<file path="config.mk">
export PLATFORM = sky130hd
export DESIGN_NAME = time_sync_ctrl_flat
export DESIGN_NICKNAME = d
export VERILOG_FILES = /design/src/rtl/time_sync_ctrl_if.sv /design/src/rtl/time_sync_ctrl.sv /design/src/flat_wrapper.sv
export SDC_FILE = /design/constraint.sdc
export NUM_CORES = 1
export LEC_CHECK = 0
export BUFFER_PORTS_ARGS = -buffer_cell sky130_fd_sc_hd__buf_2
export CAP_MARGIN = 15
export CELL_PAD_IN_SITES_DETAIL_PLACEMENT = 0
export CELL_PAD_IN_SITES_GLOBAL_PLACEMENT = 1
export CORE_ASPECT_RATIO = 0.5
export CORE_MARGIN = 5
export CORE_UTILIZATION = 44
export DETAILED_ROUTE_END_ITERATION = 10
export HOLD_SLACK_MARGIN = 0.02
export PLACE_DENSITY = 0.82
export SYNTH_ARGS = -nofsm -noshare
export SYNTH_HDL_FRONTEND = slang
export SYNTH_SLANG_ARGS = --single-unit
export TNS_END_PERCENT = 10
</file>
<file path="constraint.sdc">
create_clock -name clk_i -period 2.8 [get_ports clk_i]
set_input_delay 0.14 -clock clk_i [delete_from_list [all_inputs] [get_ports clk_i]]
set_output_delay 0.14 -clock clk_i [all_outputs]
set_load 0.02 [all_outputs]
</file>
<file path="src/rtl/time_sync_ctrl_if.sv">
// Decoder/counter-chain side bus of time_sync_ctrl.
// master drives frames and markers; slave (the sequencer) drives the counter controls.
interface time_sync_ctrl_if;
   logic        frame_valid_i;
   logic [31:0] frame_bcd_i;
   logic        minute_mark_i;
   logic        inc_o;
   logic        load_o;
   logic [31:0] load_bcd_o;
   logic        synced_o;
   logic        pending_o;
   logic        reject_o;

   modport master (
      output frame_valid_i, frame_bcd_i, minute_mark_i,
      input  inc_o, load_o, load_bcd_o, synced_o, pending_o, reject_o
   );

   modport slave (
      input  frame_valid_i, frame_bcd_i, minute_mark_i,
      output inc_o, load_o, load_bcd_o, synced_o, pending_o, reject_o
   );
endinterface

</file>
<file path="src/rtl/time_sync_ctrl.sv">
// Sequencer for the calendar counter chain: 1 Hz prescaler, MSF frame arm/load, sync/holdover tracking.
// Define FRAME_CHECK_EN to reject frames with implausible BCD date/time fields.
module time_sync_ctrl #(
   parameter int TICK_DIV        = 10000,
   parameter int ARMED_TIMEOUT_S = 62,
   parameter int HOLDOVER_S      = 3600
) (
   input  logic             clk_i,
   input  logic             rst_ni,
   time_sync_ctrl_if.slave  bus
);

   localparam int PW = $clog2(TICK_DIV);
   localparam int TW = $clog2(ARMED_TIMEOUT_S + 1);
   localparam int HW = $clog2(HOLDOVER_S + 1);
   localparam logic [PW-1:0] PreLast  = PW'(TICK_DIV - 1);
   localparam logic [TW-1:0] ToutLast = TW'(ARMED_TIMEOUT_S);
   localparam logic [HW-1:0] HoldLast = HW'(HOLDOVER_S);

   typedef enum logic [1:0] {
      UNSYNC,
      ARMED,
      SYNCED
   } state_e;

   state_e        state_q;
   logic [PW-1:0] preCnt_q;
   logic [TW-1:0] timeout_q;
   logic [TW-1:0] timeout_d;
   logic [HW-1:0] holdover_q;
   logic [HW-1:0] holdover_d;
   logic [31:0]   shadow_q;
   logic [31:0]   loadBcd_q;
   logic          inc_q;
   logic          load_q;
   logic          synced_q;
   logic          pending_q;

   logic          terminal;
   logic          loadNow;
   logic          incNow;
   logic          frameOk;
   logic          frameAccept;
   logic          toutExpire;
   logic          holdExpire;

   // A load restarts the second, so a coinciding terminal count must not also tick.
   assign terminal    = (preCnt_q == PreLast);
   assign loadNow     = (state_q == ARMED) && bus.minute_mark_i;
   assign incNow      = terminal && !loadNow;
   assign frameAccept = bus.frame_valid_i && frameOk;

   assign timeout_d   = timeout_q + 1'b1;
   assign holdover_d  = holdover_q + 1'b1;
   assign toutExpire  = (timeout_d == ToutLast);
   assign holdExpire  = synced_q && incNow && (holdover_d == HoldLast);

`ifdef FRAME_CHECK_EN
   logic reject_q;

   function automatic logic frameValid(input logic [31:0] f);
      int   month;
      int   day;
      int   hour;
      int   minute;
      logic digitsOk;
      digitsOk = (f[31:28] <= 4'd9) && (f[27:24] <= 4'd9) && (f[22:19] <= 4'd9) &&
                 (f[16:13] <= 4'd9) && (f[10:7]  <= 4'd9) && (f[3:0]   <= 4'd9);
      month  = 10 * int'(f[23])    + int'(f[22:19]);
      day    = 10 * int'(f[18:17]) + int'(f[16:13]);
      hour   = 10 * int'(f[12:11]) + int'(f[10:7]);
      minute = 10 * int'(f[6:4])   + int'(f[3:0]);
      return digitsOk && (month >= 1) && (month <= 12) && (day >= 1) && (day <= 31) &&
             (hour <= 23) && (minute <= 59);
   endfunction

   assign frameOk = frameValid(bus.frame_bcd_i);

   // Rejected frames only raise a one-cycle flag; arming logic never sees them.
   always_ff @(posedge clk_i or negedge rst_ni) begin
      if (!rst_ni) begin
         reject_q <= 1'b0;
      end else begin
         reject_q <= bus.frame_valid_i && !frameOk;
      end
   end

   assign bus.reject_o = reject_q;
`else
   assign frameOk      = 1'b1;
   assign bus.reject_o = 1'b0;
`endif

   // Prescaler, sync flag and arm/load sequencing; every output is a register.
   always_ff @(posedge clk_i or negedge rst_ni) begin
      if (!rst_ni) begin
         state_q    <= UNSYNC;
         preCnt_q   <= '0;
         timeout_q  <= '0;
         holdover_q <= '0;
         shadow_q   <= '0;
         loadBcd_q  <= '0;
         inc_q      <= 1'b0;
         load_q     <= 1'b0;
         synced_q   <= 1'b0;
         pending_q  <= 1'b0;
      end else begin
         inc_q    <= incNow;
         load_q   <= loadNow;
         preCnt_q <= (loadNow || terminal) ? '0 : preCnt_q + 1'b1;

         if (loadNow) begin
            loadBcd_q  <= shadow_q;
            synced_q   <= 1'b1;
            holdover_q <= '0;
         end else if (synced_q && incNow && (holdover_q != HoldLast)) begin
            holdover_q <= holdover_d;
            if (holdExpire) begin
               synced_q <= 1'b0;
            end
         end

         // A frame arriving with the marker is latched after the old shadow is consumed.
         if (frameAccept) begin
            shadow_q  <= bus.frame_bcd_i;
            pending_q <= 1'b1;
            timeout_q <= '0;
            state_q   <= ARMED;
         end else if (loadNow) begin
            pending_q <= 1'b0;
            timeout_q <= '0;
            state_q   <= SYNCED;
         end else if (state_q == ARMED) begin
            if (incNow) begin
               if (toutExpire) begin
                  pending_q <= 1'b0;
                  timeout_q <= '0;
                  state_q   <= (synced_q && !holdExpire) ? SYNCED : UNSYNC;
               end else begin
                  timeout_q <= timeout_d;
               end
            end
         end else if ((state_q == SYNCED) && holdExpire) begin
            state_q <= UNSYNC;
         end
      end
   end

   assign bus.inc_o      = inc_q;
   assign bus.load_o     = load_q;
   assign bus.load_bcd_o = loadBcd_q;
   assign bus.synced_o   = synced_q;
   assign bus.pending_o  = pending_q;

endmodule

</file>
<file path="src/flat_wrapper.sv">
// flat-port wrapper written by rule: the top's interface ports become plain ports
module time_sync_ctrl_flat 
#(
   parameter int TICK_DIV        = 10000,
   parameter int ARMED_TIMEOUT_S = 62,
   parameter int HOLDOVER_S      = 3600
)
  (clk_i, rst_ni, bus_frame_valid_i, bus_frame_bcd_i, bus_minute_mark_i, bus_inc_o, bus_load_o, bus_load_bcd_o, bus_synced_o, bus_pending_o, bus_reject_o);
  time_sync_ctrl_if bus_i ();
  input  logic clk_i;
  input  logic rst_ni;
  input wire logic [$bits(bus_i.frame_valid_i)-1:0] bus_frame_valid_i;
  input wire logic [$bits(bus_i.frame_bcd_i)-1:0] bus_frame_bcd_i;
  input wire logic [$bits(bus_i.minute_mark_i)-1:0] bus_minute_mark_i;
  output wire logic [$bits(bus_i.inc_o)-1:0] bus_inc_o;
  output wire logic [$bits(bus_i.load_o)-1:0] bus_load_o;
  output wire logic [$bits(bus_i.load_bcd_o)-1:0] bus_load_bcd_o;
  output wire logic [$bits(bus_i.synced_o)-1:0] bus_synced_o;
  output wire logic [$bits(bus_i.pending_o)-1:0] bus_pending_o;
  output wire logic [$bits(bus_i.reject_o)-1:0] bus_reject_o;
  assign bus_i.frame_valid_i = bus_frame_valid_i;
  assign bus_i.frame_bcd_i = bus_frame_bcd_i;
  assign bus_i.minute_mark_i = bus_minute_mark_i;
  assign bus_inc_o = bus_i.inc_o;
  assign bus_load_o = bus_i.load_o;
  assign bus_load_bcd_o = bus_i.load_bcd_o;
  assign bus_synced_o = bus_i.synced_o;
  assign bus_pending_o = bus_i.pending_o;
  assign bus_reject_o = bus_i.reject_o;
  time_sync_ctrl #(.TICK_DIV(TICK_DIV), .ARMED_TIMEOUT_S(ARMED_TIMEOUT_S), .HOLDOVER_S(HOLDOVER_S)) u_core (.clk_i(clk_i), .rst_ni(rst_ni), .bus(bus_i));
endmodule
</file>
==> flow_metrics.env <==
export IMPL_outcome="finished, final reports clean"
export IMPL_grt_max_degree=88
export IMPL_root_buffer="sky130_fd_sc_hd__clkbuf_16"
export IMPL_clock_sinks=102
export IMPL_grt_overflow=0
export IMPL_vias_per_cell=5.00
export IMPL_totalWireLength_um=9180
export IMPL_worst_setup_hold_path_clk_slew_ns=0.07
export IMPL_post_dp_cell_area_um2=5000
export IMPL_ys_seq_area_share_pct=56.9
export IMPL_post_route_cells_drive_above_1_share_pct=25.7
export IMPL_finished_layout_cell_area_um2=5460
export IMPL_dieHeight_um=81.4
export IMPL_min_period_ns=2.25
export IMPL_synth_area_leader_cell="sky130_fd_sc_hd__dfrtp_1"
export IMPL_cp_cell_sequence="ha_1 -> nand3_1 -> nor3_1 -> mux2_2 -> a211oi_1 -> o21ai_1"
export IMPL_slew_viol_final=0
export IMPL_initial_utilization_pct=44.5
export IMPL_unrepaired_setup_endpoints_after_global_routing="no"
export IMPL_synth_cell_types=46
export IMPL_insertion_delay_ns=0.34
export IMPL_fmax_mhz=445
export IMPL_worst_supply_voltage_drop_on_vdd_v=0.000361
export IMPL_post_route_drc_count=0
export IMPL_final_net_count=554
export IMPL_worst_slew_margin_rel_pct=62.9
export IMPL_ys_ff_latch=102
export IMPL_via_count=3284
export IMPL_finalSetupViolCount=0
export IMPL_place_hpwl_um=6030
export IMPL_antenna_found_initial=0
export IMPL_postSynth_asyncResetShare_pct=100
export IMPL_fin_crit_sh_pct=80.3
export IMPL_clock_path_buffers=2
export IMPL_grt_pass1_vias=3326
export IMPL_first_pass_grt_wire_length_um=16000
export IMPL_cts_hold_buffers_added=16
export IMPL_num_antenna_cells=0
export IMPL_yosysWarningCount=0
export IMPL_synth_top_cell_area_share_pct=56.9
export IMPL_syn_nets=470
export IMPL_synth_top_cells_by_area="sky130_fd_sc_hd__dfrtp_1, sky130_fd_sc_hd__nand2_1, sky130_fd_sc_hd__mux2_2, sky130_fd_sc_hd__xnor2_1, sky130_fd_sc_hd__nand3_1"
export IMPL_detail_route_iter0_violations=167
export IMPL_fp_dieArea_um2=12400
export IMPL_timing_final_hold_violations=0
export IMPL_io_pins=73
export IMPL_timing_worst_slew_pin_value_ns=0.552
export IMPL_ant_nets=0
export IMPL_most_repeated_cell_in_the_gate_level_netlist_after_synthesis="sky130_fd_sc_hd__nand2_1"
export IMPL_crit_required_ns=3.01
export IMPL_final_core_utilization_pct=54.1
export IMPL_endpoint_kind="flop"
export IMPL_synth_cells=429
export IMPL_cts_repair_timing_setup_buffer_count=0
export IMPL_power_density_nw_per_um2=709
export IMPL_multi_input_comb_area_um2=1810
export IMPL_synth_main_ff_cell="sky130_fd_sc_hd__dfrtp_1"
export IMPL_htree_num_levels=3
export IMPL_hp_class="input pin to flop"
export IMPL_leakage_nw=2.60
export IMPL_core_area_um2=10100
export IMPL_synth_compound_area_share_pct=5.02
export IMPL_adder_cell_share_of_the_synthesized_area_pct=1.39
export IMPL_yosys_top_cells_count="sky130_fd_sc_hd__nand2_1, sky130_fd_sc_hd__dfrtp_1, sky130_fd_sc_hd__mux2_2, sky130_fd_sc_hd__nor2_1, sky130_fd_sc_hd__nand3_1"
export IMPL_combinational_family_with_the_most_area_after_synthesis="simple AND/OR/NAND/NOR gates"
export IMPL_num_rows=26
export IMPL_synth_simple_area_share_pct=20.4
export IMPL_timing_setup_critical_path_class="flop to flop"
export IMPL_timing_critical_path_from_type="flop"
export IMPL_grt_total_usage_pct=15.8
export IMPL_synthXorXnorAreaFrac_pct=2.93
export IMPL_synth_edff_count=0
export IMPL_timing_setup_tns_ns=0
export IMPL_flow_area_growth_from_synthesis_pct=21.6
export IMPL_globalplace_congestion=0.787
export IMPL_drt_pre_antenna_iters=4
export IMPL_tritoncts_num_buffers=9
export IMPL_drv_cap=0
export IMPL_cp_data_arrival_time_ns=2.46
export IMPL_critPathMaxFanout=6
export IMPL_slowest_delay_ns=0.48
export IMPL_crit_path_top_delay_cell="sky130_fd_sc_hd__nor3_1"
export IMPL_register_area_um2=2550
export IMPL_post_synth_mux_area_share_pct=10.6
export IMPL_postCtsResizedCells=0
export IMPL_syn_mean_instance_area_um2=10.5
export IMPL_syn_cell_area_um2=4490
export IMPL_fillerInstances=888
export IMPL_cts_tree="done"
export IMPL_fin_skew_ns=0.00671
export IMPL_post_drt_wl_per_cell_um=14.0
export IMPL_floorplan_die_width_um=153
export IMPL_port_buffers=71
export IMPL_hold_ws_ns=0.0299
## sequential cells by signal, summed over array words and instances, names as in the netlist
signal	flops
u_core.bus.load_bcd_o	32
u_core.timeout_q	6
u_core.bus.load_o	1
u_core.bus.pending_o	1
u_core.holdover_q	12
u_core.shadow_q	32
u_core.bus.synced_o	1
u_core.bus.inc_o	1
u_core.state_q	2
u_core.preCnt_q	14
## layout by cell type (no fill, tap or decap), types with 4 or more instances in the layout
cell type	synthesis	final
sky130_fd_sc_hd__and3_1	8	8
sky130_fd_sc_hd__nand4_1	4	4
sky130_fd_sc_hd__nand2_1	115	115
sky130_fd_sc_hd__nand3_1	17	17
sky130_fd_sc_hd__mux2_2	36	36
sky130_fd_sc_hd__dlygate4sd3_1	0	16
sky130_fd_sc_hd__o21ai_1	5	5
sky130_fd_sc_hd__nor2b_1	4	4
sky130_fd_sc_hd__inv_1	9	9
sky130_fd_sc_hd__dfrtp_1	102	102
sky130_fd_sc_hd__nand2b_1	5	5
sky130_fd_sc_hd__nor3_1	7	7
sky130_fd_sc_hd__ha_1	5	5
sky130_fd_sc_hd__buf_2	5	70
sky130_fd_sc_hd__xnor2_1	10	10
sky130_fd_sc_hd__xor2_1	5	5
sky130_fd_sc_hd__mux2i_1	7	7
sky130_fd_sc_hd__o21ai_0	5	5
sky130_fd_sc_hd__nor2_1	21	21
sky130_fd_sc_hd__a22o_1	4	4
sky130_fd_sc_hd__clkbuf_16	0	9
sky130_fd_sc_hd__buf_4	1	7
## worst paths after layout
path | start | to | slack [ns] | depth (start not counted)
min in group asynchronous | rst_ni | u_core.shadow_q[18] | 0.20 | 2
min reg2reg | u_core.shadow_q[12] | u_core.bus.load_bcd_o[12] | 0.46 | 2
max in group asynchronous | rst_ni | u_core.preCnt_q[8] | 1.89 | 3
max reg2reg | u_core.holdover_q[0] | u_core.state_q[1] | 0.55 | 6
max | u_core.holdover_q[0] | u_core.state_q[1] | 0.55 | 6
min | bus_frame_bcd_i[14] | u_core.shadow_q[14] | 0.03 | 2
## metrics by stage
step / setup WS (ns) / power [mW] / instances
floorplan: 0.852 / 2.33 / 429
global placement: 0.670 / 2.62 / 626
detailed placement: 0.591 / 2.64 / 626
CTS: 0.578 / 3.93 / 657
global route: 0.298 / 4.09 / 657
finish: 0.552 / 3.87 / 657
## cells by family after synthesis
family	Yosys count
compound gates	33
mux	43
other cells	1
buf+inv	30
xor+xnor	15
flops	102
simple gates	200
fa+ha+maj	5
## worst max-delay path: cells and delay by family, from the launching register on
kind | cells | cell delay [ns]
AND/OR/NAND/NOR | 2 | 0.59
AO/OA/AOI/OAI | 2 | 0.46
flip-flops | 1 | 0.43
multiplexers | 1 | 0.39
adder cells (fa/ha/maj) | 1 | 0.24
## power by group
group | internal (mW) | total, mW | switching [mW]
Sequential | 1.71 | 1.85 | 0.137
Clock | 0.719 | 1.26 | 0.536
Combinational | 0.294 | 0.768 | 0.475
## layout make-up
type                       count  share of cell area (%)
clock buffer                  11                    4.45
clock inverter                 4                    1.03
inverter                       9                   0.619
multi-input combinational    297                    33.2
sequential                   102                    46.8
tap                          140                    3.21
timing repair buffer          94                    10.7
## per-layer routing
layer  vias to the layer above  wire length, µm  GRT usage [%]
met5                         -                0              0
met4                         0              103           4.53
met3                         9              349           4.63
met2                        44             4280           26.5
met1                      1626             4450           20.5
li1                       1605                -              -
Power figures use the tool's default switching activity.
